**src/rtl/seq_mant_mult_if.sv**
```systemverilog
// Request/result bundle for the sequential significand multiplier.
// The master drives operands and start; the slave returns the product and status.
interface seq_mant_mult_if #(
   parameter int MANT_W = 23
);
   localparam int SW = MANT_W + 1;
   localparam int PW = 2 * SW;

   logic              start;
   logic              a_hidden;
   logic [MANT_W-1:0] a_mant;
   logic              b_hidden;
   logic [MANT_W-1:0] b_mant;
   logic [PW-1:0]     prdt;
   logic              busy;
   logic              done;

   modport master (
      output start,
      output a_hidden,
      output a_mant,
      output b_hidden,
      output b_mant,
      input  prdt,
      input  busy,
      input  done
   );

   modport slave (
      input  start,
      input  a_hidden,
      input  a_mant,
      input  b_hidden,
      input  b_mant,
      output prdt,
      output busy,
      output done
   );
endinterface

```
**src/rtl/seq_mant_mult.sv**
```systemverilog
// Radix-2 shift-add significand multiplier, one multiplier bit per clock.
// Zero operands skip the iteration and report a zero product next cycle.
module seq_mant_mult #(
   parameter int MANT_W = 23
) (
   input logic        clk,
   input logic        rst_n,
   seq_mant_mult_if.slave bus
);
   localparam int SW = MANT_W + 1;
   localparam int PW = 2 * SW;
   localparam int CW = $clog2(SW);

   typedef enum logic [1:0] {
      IDLE,
      CALC,
      DONE
   } state_t;

   state_t        state_q;
   state_t        state_d;

   logic [SW-1:0] sa_q;
   logic [SW-1:0] sb_q;
   logic [PW-1:0] acc_q;
   logic [PW-1:0] prdt_q;
   logic [CW-1:0] cnt_q;

   logic [SW-1:0] sa_in;
   logic [SW-1:0] sb_in;
   logic          in_zero;
   logic          accept;
   logic          last_iter;
   logic [PW-1:0] addend;
   logic [PW-1:0] acc_nxt;

   assign sa_in     = {bus.a_hidden, bus.a_mant};
   assign sb_in     = {bus.b_hidden, bus.b_mant};
   assign in_zero   = ~|sa_in || ~|sb_in;
   assign accept    = (state_q == IDLE) && bus.start;
   assign last_iter = (cnt_q == CW'(SW - 1));

   // Partial product for the multiplier bit selected by the counter.
   assign addend  = sb_q[cnt_q] ? ({{SW{1'b0}}, sa_q} << cnt_q) : '0;
   assign acc_nxt = acc_q + addend;

   always_comb begin
      state_d = state_q;
      unique case (state_q)
         IDLE: begin
            if (bus.start) begin
               state_d = in_zero ? DONE : CALC;
            end
         end
         CALC: begin
            if (last_iter) begin
               state_d = DONE;
            end
         end
         DONE: begin
            state_d = IDLE;
         end
         default: begin
            state_d = IDLE;
         end
      endcase
   end

   always_ff @(posedge clk or negedge rst_n) begin
      if (!rst_n) begin
         state_q <= IDLE;
      end else begin
         state_q <= state_d;
      end
   end

   always_ff @(posedge clk or negedge rst_n) begin
      if (!rst_n) begin
         sa_q   <= '0;
         sb_q   <= '0;
         acc_q  <= '0;
         cnt_q  <= '0;
         prdt_q <= '0;
      end else begin
         if (accept) begin
            sa_q  <= sa_in;
            sb_q  <= sb_in;
            acc_q <= '0;
            cnt_q <= '0;
            if (in_zero) begin
               prdt_q <= '0;
            end
         end else if (state_q == CALC) begin
            acc_q <= acc_nxt;
            cnt_q <= cnt_q + 1'b1;
            if (last_iter) begin
               prdt_q <= acc_nxt;
            end
         end
      end
   end

   assign bus.prdt = prdt_q;
   assign bus.busy = (state_q != IDLE);
   assign bus.done = (state_q == DONE);
endmodule

```
**src/flat_wrapper.sv**
```systemverilog
// flat-port wrapper written by rule: the top's interface ports become plain ports
module seq_mant_mult_flat 
#(
   parameter int MANT_W = 23
)
  (clk, rst_n, bus_start, bus_a_hidden, bus_a_mant, bus_b_hidden, bus_b_mant, bus_prdt, bus_busy, bus_done);
  seq_mant_mult_if #(.MANT_W(MANT_W)) bus_i ();
  input logic clk;
  input logic rst_n;
  input wire logic [$bits(bus_i.start)-1:0] bus_start;
  input wire logic [$bits(bus_i.a_hidden)-1:0] bus_a_hidden;
  input wire logic [$bits(bus_i.a_mant)-1:0] bus_a_mant;
  input wire logic [$bits(bus_i.b_hidden)-1:0] bus_b_hidden;
  input wire logic [$bits(bus_i.b_mant)-1:0] bus_b_mant;
  output wire logic [$bits(bus_i.prdt)-1:0] bus_prdt;
  output wire logic [$bits(bus_i.busy)-1:0] bus_busy;
  output wire logic [$bits(bus_i.done)-1:0] bus_done;
  assign bus_i.start = bus_start;
  assign bus_i.a_hidden = bus_a_hidden;
  assign bus_i.a_mant = bus_a_mant;
  assign bus_i.b_hidden = bus_b_hidden;
  assign bus_i.b_mant = bus_b_mant;
  assign bus_prdt = bus_i.prdt;
  assign bus_busy = bus_i.busy;
  assign bus_done = bus_i.done;
  seq_mant_mult #(.MANT_W(MANT_W)) u_core (.clk(clk), .rst_n(rst_n), .bus(bus_i));
endmodule
```
**config.mk**
```make
export PLATFORM = sky130hd
export DESIGN_NAME = seq_mant_mult_flat
export DESIGN_NICKNAME = d
export VERILOG_FILES = /design/src/rtl/seq_mant_mult_if.sv /design/src/rtl/seq_mant_mult.sv /design/src/flat_wrapper.sv
export SDC_FILE = /design/constraint.sdc
export NUM_CORES = 1
export LEC_CHECK = 0
export ABC_CLOCK_PERIOD_IN_PS = 4100
export CORE_MARGIN = 2
export CORE_UTILIZATION = 35
export DETAILED_ROUTE_END_ITERATION = 10
export GPL_ROUTABILITY_DRIVEN = 0
export SYNTH_ARGS = -nofsm -noshare
export SYNTH_HDL_FRONTEND = slang
export SYNTH_SLANG_ARGS = --single-unit
```
**constraint.sdc**
```tcl
create_clock -name clk -period 4.1 [get_ports clk]
set_input_delay 0.41 -clock clk [delete_from_list [all_inputs] [get_ports clk]]
set_output_delay 0.41 -clock clk [all_outputs]
set_load 0.02 [all_outputs]
```
; Word-level counts from Yosys, hierarchy flattened
; Cells that the tools add are included.
[totals]
register_bits = 151
latchBits = 0
mem_bits_rw = 0
mem_bits_ro = 0
output_inout_bits = 50
wordCells = 43
memories = 0
[op_classes]
n_addsub = 2
mul = 0
div_mod_pow = 0
magnitude_cmp = 1
n_eq_ne = 6
shifts = 1
muxes = 15
bitwise_logic = 0
reduce_logical = 12
[ops]
columns = operator, count
row1 = $mux W48, 7
row2 = $add A48 B48 Y48, 1
row3 = $reduce_or A24 Y1, 2
row4 = $shl A24 B5 Y48, 1
row5 = $mux W5, 2
row6 = $lt A5 B6 Y1 const B, 1
row7 = $mux W2, 3
row8 = $reduce_bool A2 Y1, 3
row9 = $add A5 B1 Y5 const B, 1
row10 = $bmux W1 S5, 1
row11 = $eq A5 B5 Y1 const B, 1
row12 = $ne A2 B1 Y1 const B, 2
row13 = $pmux W2 S2, 1
row14 = $reduce_and A3 Y1, 1
row15 = $eq A2 B1 Y1 const B, 1
row16 = $eq A2 B2 Y1 const B, 1
row17 = $logic_not A1 Y1, 2
row18 = $logic_not A2 Y1, 1
row19 = $ne A2 B2 Y1 const B, 1
row20 = $reduce_and A2 Y1, 1
row21 = $logic_and A1 B1 Y1, 1
row22 = $logic_or A1 B1 Y1, 1
row23 = $mux W1, 1

; Logic depth before layout (Yosys ltp)
[depth]
ltp_word = 7
depth_mapped = 22

; Worst setup path after synthesis
; Ideal clock, no wire load.
[synth_path]
kind = reg-to-reg
start = register u_core.cnt_q[0]
end = register u_core.prdt_q[44], in the netlist u_core.bus.prdt[44]
arrival_time_ns = 4.248
required_time_ns = 3.978
path_slack_ns = -0.270
stages_incl_launch_ff = 18
path_buffers = 1
synth_period_minus_slack_ns = 4.370
path_cell_list = dfrtp_1 buf_4 mux4_2 mux4_2 nand2_1 nor3_1 and2_1 ha_1 fa_1 a21oi_2 nor2_2 o21a_1 or3b_4 o311ai_4 a21oi_1 o21ai_2 nand3_1 a32o_1
[synth_between]
elab_chain_cells = 7
[synth_lines]
columns = item, line_no
row1 = "start, declared", seq_mant_mult.sv:27  ; logic [CW-1:0] cnt_q;
row2 = "start signal, assigned", seq_mant_mult.sv:95  ; cnt_q <= cnt_q + 1'b1;
row3 = $bmux W1 S5, seq_mant_mult.sv:44  ; assign addend = sb_q[cnt_q] ? ({{SW{1'b0}}, sa_q} << cnt_q) : '0;
row4 = $mux W1 (not written as such), seq_mant_mult.sv:44
row5 = $mux W48, seq_mant_mult.sv:44
row6 = $add A48 B48 Y48, seq_mant_mult.sv:45  ; assign acc_nxt = acc_q + addend;
row7 = $mux W48, seq_mant_mult.sv:96  ; if (last_iter) begin
row8 = $mux W48, seq_mant_mult.sv:93  ; end else if (state_q == CALC) begin
row9 = $mux W48, seq_mant_mult.sv:85  ; if (accept) begin
row10 = "end signal, assigned", seq_mant_mult.sv:97  ; prdt_q <= acc_nxt;
row11 = "end, declared", seq_mant_mult.sv:26  ; logic [PW-1:0] prdt_q;
; Several ways; a longest one is shown, not always the timed one. The select of a mux whose other input is x is not followed.
; A chain may end at the register's enable or synchronous reset.

; Final worst setup path
[layout_path]
start = register u_core.cnt_q[0]
end = register u_core.acc_q[28]
[layout_between]
elab_chain_cells = 6
[layout_lines]
columns = item, line_no
row1 = $bmux W1 S5, seq_mant_mult.sv:44
row2 = $mux W1 (not written as such), seq_mant_mult.sv:44
row3 = $mux W48 *, seq_mant_mult.sv:44
row4 = $add A48 B48 Y48 *, seq_mant_mult.sv:45
row5 = $mux W48 *, seq_mant_mult.sv:93
row6 = $mux W48 *, seq_mant_mult.sv:85
row7 = "end signal, assigned", seq_mant_mult.sv:94  ; acc_q <= acc_nxt;
row8 = "end, declared", seq_mant_mult.sv:25  ; logic [PW-1:0] acc_q;
; Every way passes the cells marked *; elsewhere a longest branch is shown, timed or not. The select of a mux whose other input is x is not followed.

==> reports/qor.yml <==
status: "finished with violations"
violations: "negative setup slack"
synth_fp_nets: 1320
rrSetupSlack_ps: -230
maxSlewViolCount: 0
io_buffers: 100
r2r-start: "u_core.cnt_q[0]$_DFFE_PN0P_"
setup_slack_ps: -228
leakagePower_uw: 0.00678
min_path_type: "input pin to async pin"
post-synth-top-area-fraction: 0.367
reg2reg_depth: 17
fin_crit_ps: 4330
drt-initial-drc-count: 683
rows: 62
drc: 0
p_comb_frac: 0.685
vdd_drop_max_v: 0.000503
die_h_um: 176
drtPass1Iterations: 5
synth_cells: 1220
p_switching_uw: 5590
final_common_cell: "nand2_1"
crit_arrival_ps: 4690
yosys_register_bits: 151
layout-drive-gt1-share: 0.307
end_kind: "flop"
ys_seq_area_frac: 0.367
cts_buffer_depth: 2
nets: 1594
synthFlopType: "dfrtp_1"
ant_nets: 0
track_usage: 0.212
die_x_um: 176
period_share: 1.06
synth_top_area_cell: "dfrtp_1"
diodes: 0
wire_per_inst_um: 17.7
drt-met1-wl_um: 14800
clockPowerShare: 0.131
grt_pass1_vias: 9895
finalPower_uw: 12600
clock_sinks: 151
insertion_delay_ps: 440
top_layer_used: "met4"
cts_tree: "yes"
grt_pass1_wl_um: 52000
num_vias: 10100
synth_area_leaders: "dfrtp_1 37%, nand2_1 10%, ha_1 5.8%, a21oi_1 3.8%, mux4_2 3.7%"
max_freq_mhz: 231
clkTransAtPathRegs_ps: 70
core_area_um2: 28900
met3_length_um: 1500
syn_avg_cell_area_um2: 8.44
seqPwrFrac: 0.184
synth_edf_count: 0
wl_met2_um: 16200
hold_viol_final: 0
dp_hpwl_um: 24600
overflow: 0
cts_buffers: 17
root_buffer: "clkbuf_16"
htree_levels: 4
cp_max_fo: 4
grt_max_degree: 103
crit_type: "flop to flop"
worst_setup_path_start_kind: "flop"
internal_power_uw: 6980
drv_cap: 0
initial_utilization: 0.357
finalSetupViolations: 50
place_worst_setup_slack_ps: -373
grt_antenna_before_repair: 0
fillCellCount: 2639
netlist_area_um2: 10300
ys_async_sr_fraction: 1.00
ys_types: 74
swShare: 0.444
finalWirelength_um: 33500
skew_ps: 11.6
die_area_um2: 30800
slew_headroom: 0.357
power.density_nw_per_um2: 841
worstMarginPinSlew_ps: 965
layout_common_cells: "270 x nand2_1, 204 x buf_4, 150 x dfrtp_1"
grt_setup_unrepaired: "true"
syn_to_final_growth_pct: 45.1
vias_per_cell: 5.36
yosysWarnings: 0
rr_endpoint: "u_core.acc_q[28]$_DFFE_PN0P_"
pin_count: 101
cp_data_required_time_ps: 4460
==> cell type report <==
| cell class | count | area [µm²] | area share |
|---|---|---|---|
| sequential | 151 | 3780 | 0.253 |
| inverter | 21 | 78.8 | 0.00528 |
| timing repair buffer | 336 | 2960 | 0.198 |
| tap | 384 | 480 | 0.0322 |
| clock buffer | 17 | 425 | 0.0285 |
| clock inverter | 15 | 170 | 0.0114 |
| multi-input combinational | 967 | 7050 | 0.472 |
==> synth_stat cells, types with 23 or more instances <==
| cell type | number |
|---|---|
| nand2_1 | 279 |
| xnor2_1 | 26 |
| a22o_1 | 25 |
| ha_1 | 48 |
| mux2i_1 | 23 |
| dfrtp_1 | 151 |
| clkbuf_1 | 54 |
| nor2_1 | 97 |
| a21o_1 | 32 |
| o21ai_1 | 26 |
| o21ai_0 | 54 |
| a21oi_1 | 78 |
==> worst max-delay path by stage <==
stage / startpoint / to / cells past startpoint
after detailed placement: u_core.cnt_q[0]$_DFFE_PN0P_ / u_core.acc_q[43]$_DFFE_PN0P_ / 19
after floorplan: u_core.cnt_q[0]$_DFFE_PN0P_ / u_core.bus.prdt[44]$_DFFE_PN0P_ / 17
after global routing: u_core.cnt_q[0]$_DFFE_PN0P_ / u_core.bus.prdt[43]$_DFFE_PN0P_ / 19
after global placement: u_core.cnt_q[0]$_DFFE_PN0P_ / u_core.acc_q[41]$_DFFE_PN0P_ / 19
final: u_core.cnt_q[0]$_DFFE_PN0P_ / u_core.acc_q[28]$_DFFE_PN0P_ / 17
after CTS: u_core.cnt_q[0]$_DFFE_PN0P_ / u_core.bus.prdt[44]$_DFFE_PN0P_ / 16
==> power groups by stage <==
stage | clock network [µW] | logic, µW | registers (µW)
3_5_place_dp | 0 | 7030 | 2320
6_report | 1640 | 8610 | 2320
5_1_grt | 1740 | 9290 | 2370
3_3_place_gp | 0 | 6940 | 2310
4_1_cts | 1670 | 7310 | 2300
2_1_floorplan | 0 | 4170 | 2220
==> cells by family after synthesis <==
group                    synth area share
buffers and inverters              0.0420
AO/OA/AOI/OAI                       0.210
adder cells (fa/ha/maj)            0.0603
AND/OR/NAND/NOR                     0.208
flip-flops                          0.367
multiplexers                       0.0770
XOR/XNOR                           0.0357
==> metrics by stage <==
stage	area (µm²)	cells	utilization	TNS (ps)	hold slack, ps
6_report	14900	1891	0.518	-4880	83.9
5_1_grt	14900	1891	0.518	-12210	146
4_1_cts	14000	1867	0.484	-2970	133
3_5_place_dp	13000	1822	0.451	-11190	459
3_3_place_gp	13000	1822	0.451	-8190	456
2_1_floorplan	10300	1220	-	-266	114
==> layer usage <==
metal,up-vias,track usage
met5,-,0
li1,4898,-
met4,0,0.0768
met1,4886,0.279
met2,292,0.353
met3,62,0.0338
==> flip-flops by register name, summed over array words and instances, names as in the netlist <==
name,count
u_core.state_q,2
u_core.acc_q,48
u_core.cnt_q,5
u_core.bus.prdt,48
u_core.sa_q,24
u_core.sb_q,24
==> timing repair <==
action                     4_1_cts  5_1_grt
gates cloned                     0        1
resized for setup               53      156
setup endpoints to repair       58       65
buffers inserted                13       25
pin swaps                       31       47
hold buffers                     0        0
==> critical path, stage by stage, from the launching register on <==
cell and delay (ps):
dfrtp_2 420, buf_12 120, mux4_2 490, mux4_2 510, nand2_4 110, nor3_2 40
and2_4 150, ha_4 160, fa_2 390, a21oi_4 170, nor2_4 60, o21a_1 210
or3b_4 420, or3_1 440, a21oi_4 200, xnor2_2 140, nand2_1 70, a21oi_1 140
No activity file was read; power rests on OpenSTA's default activity.
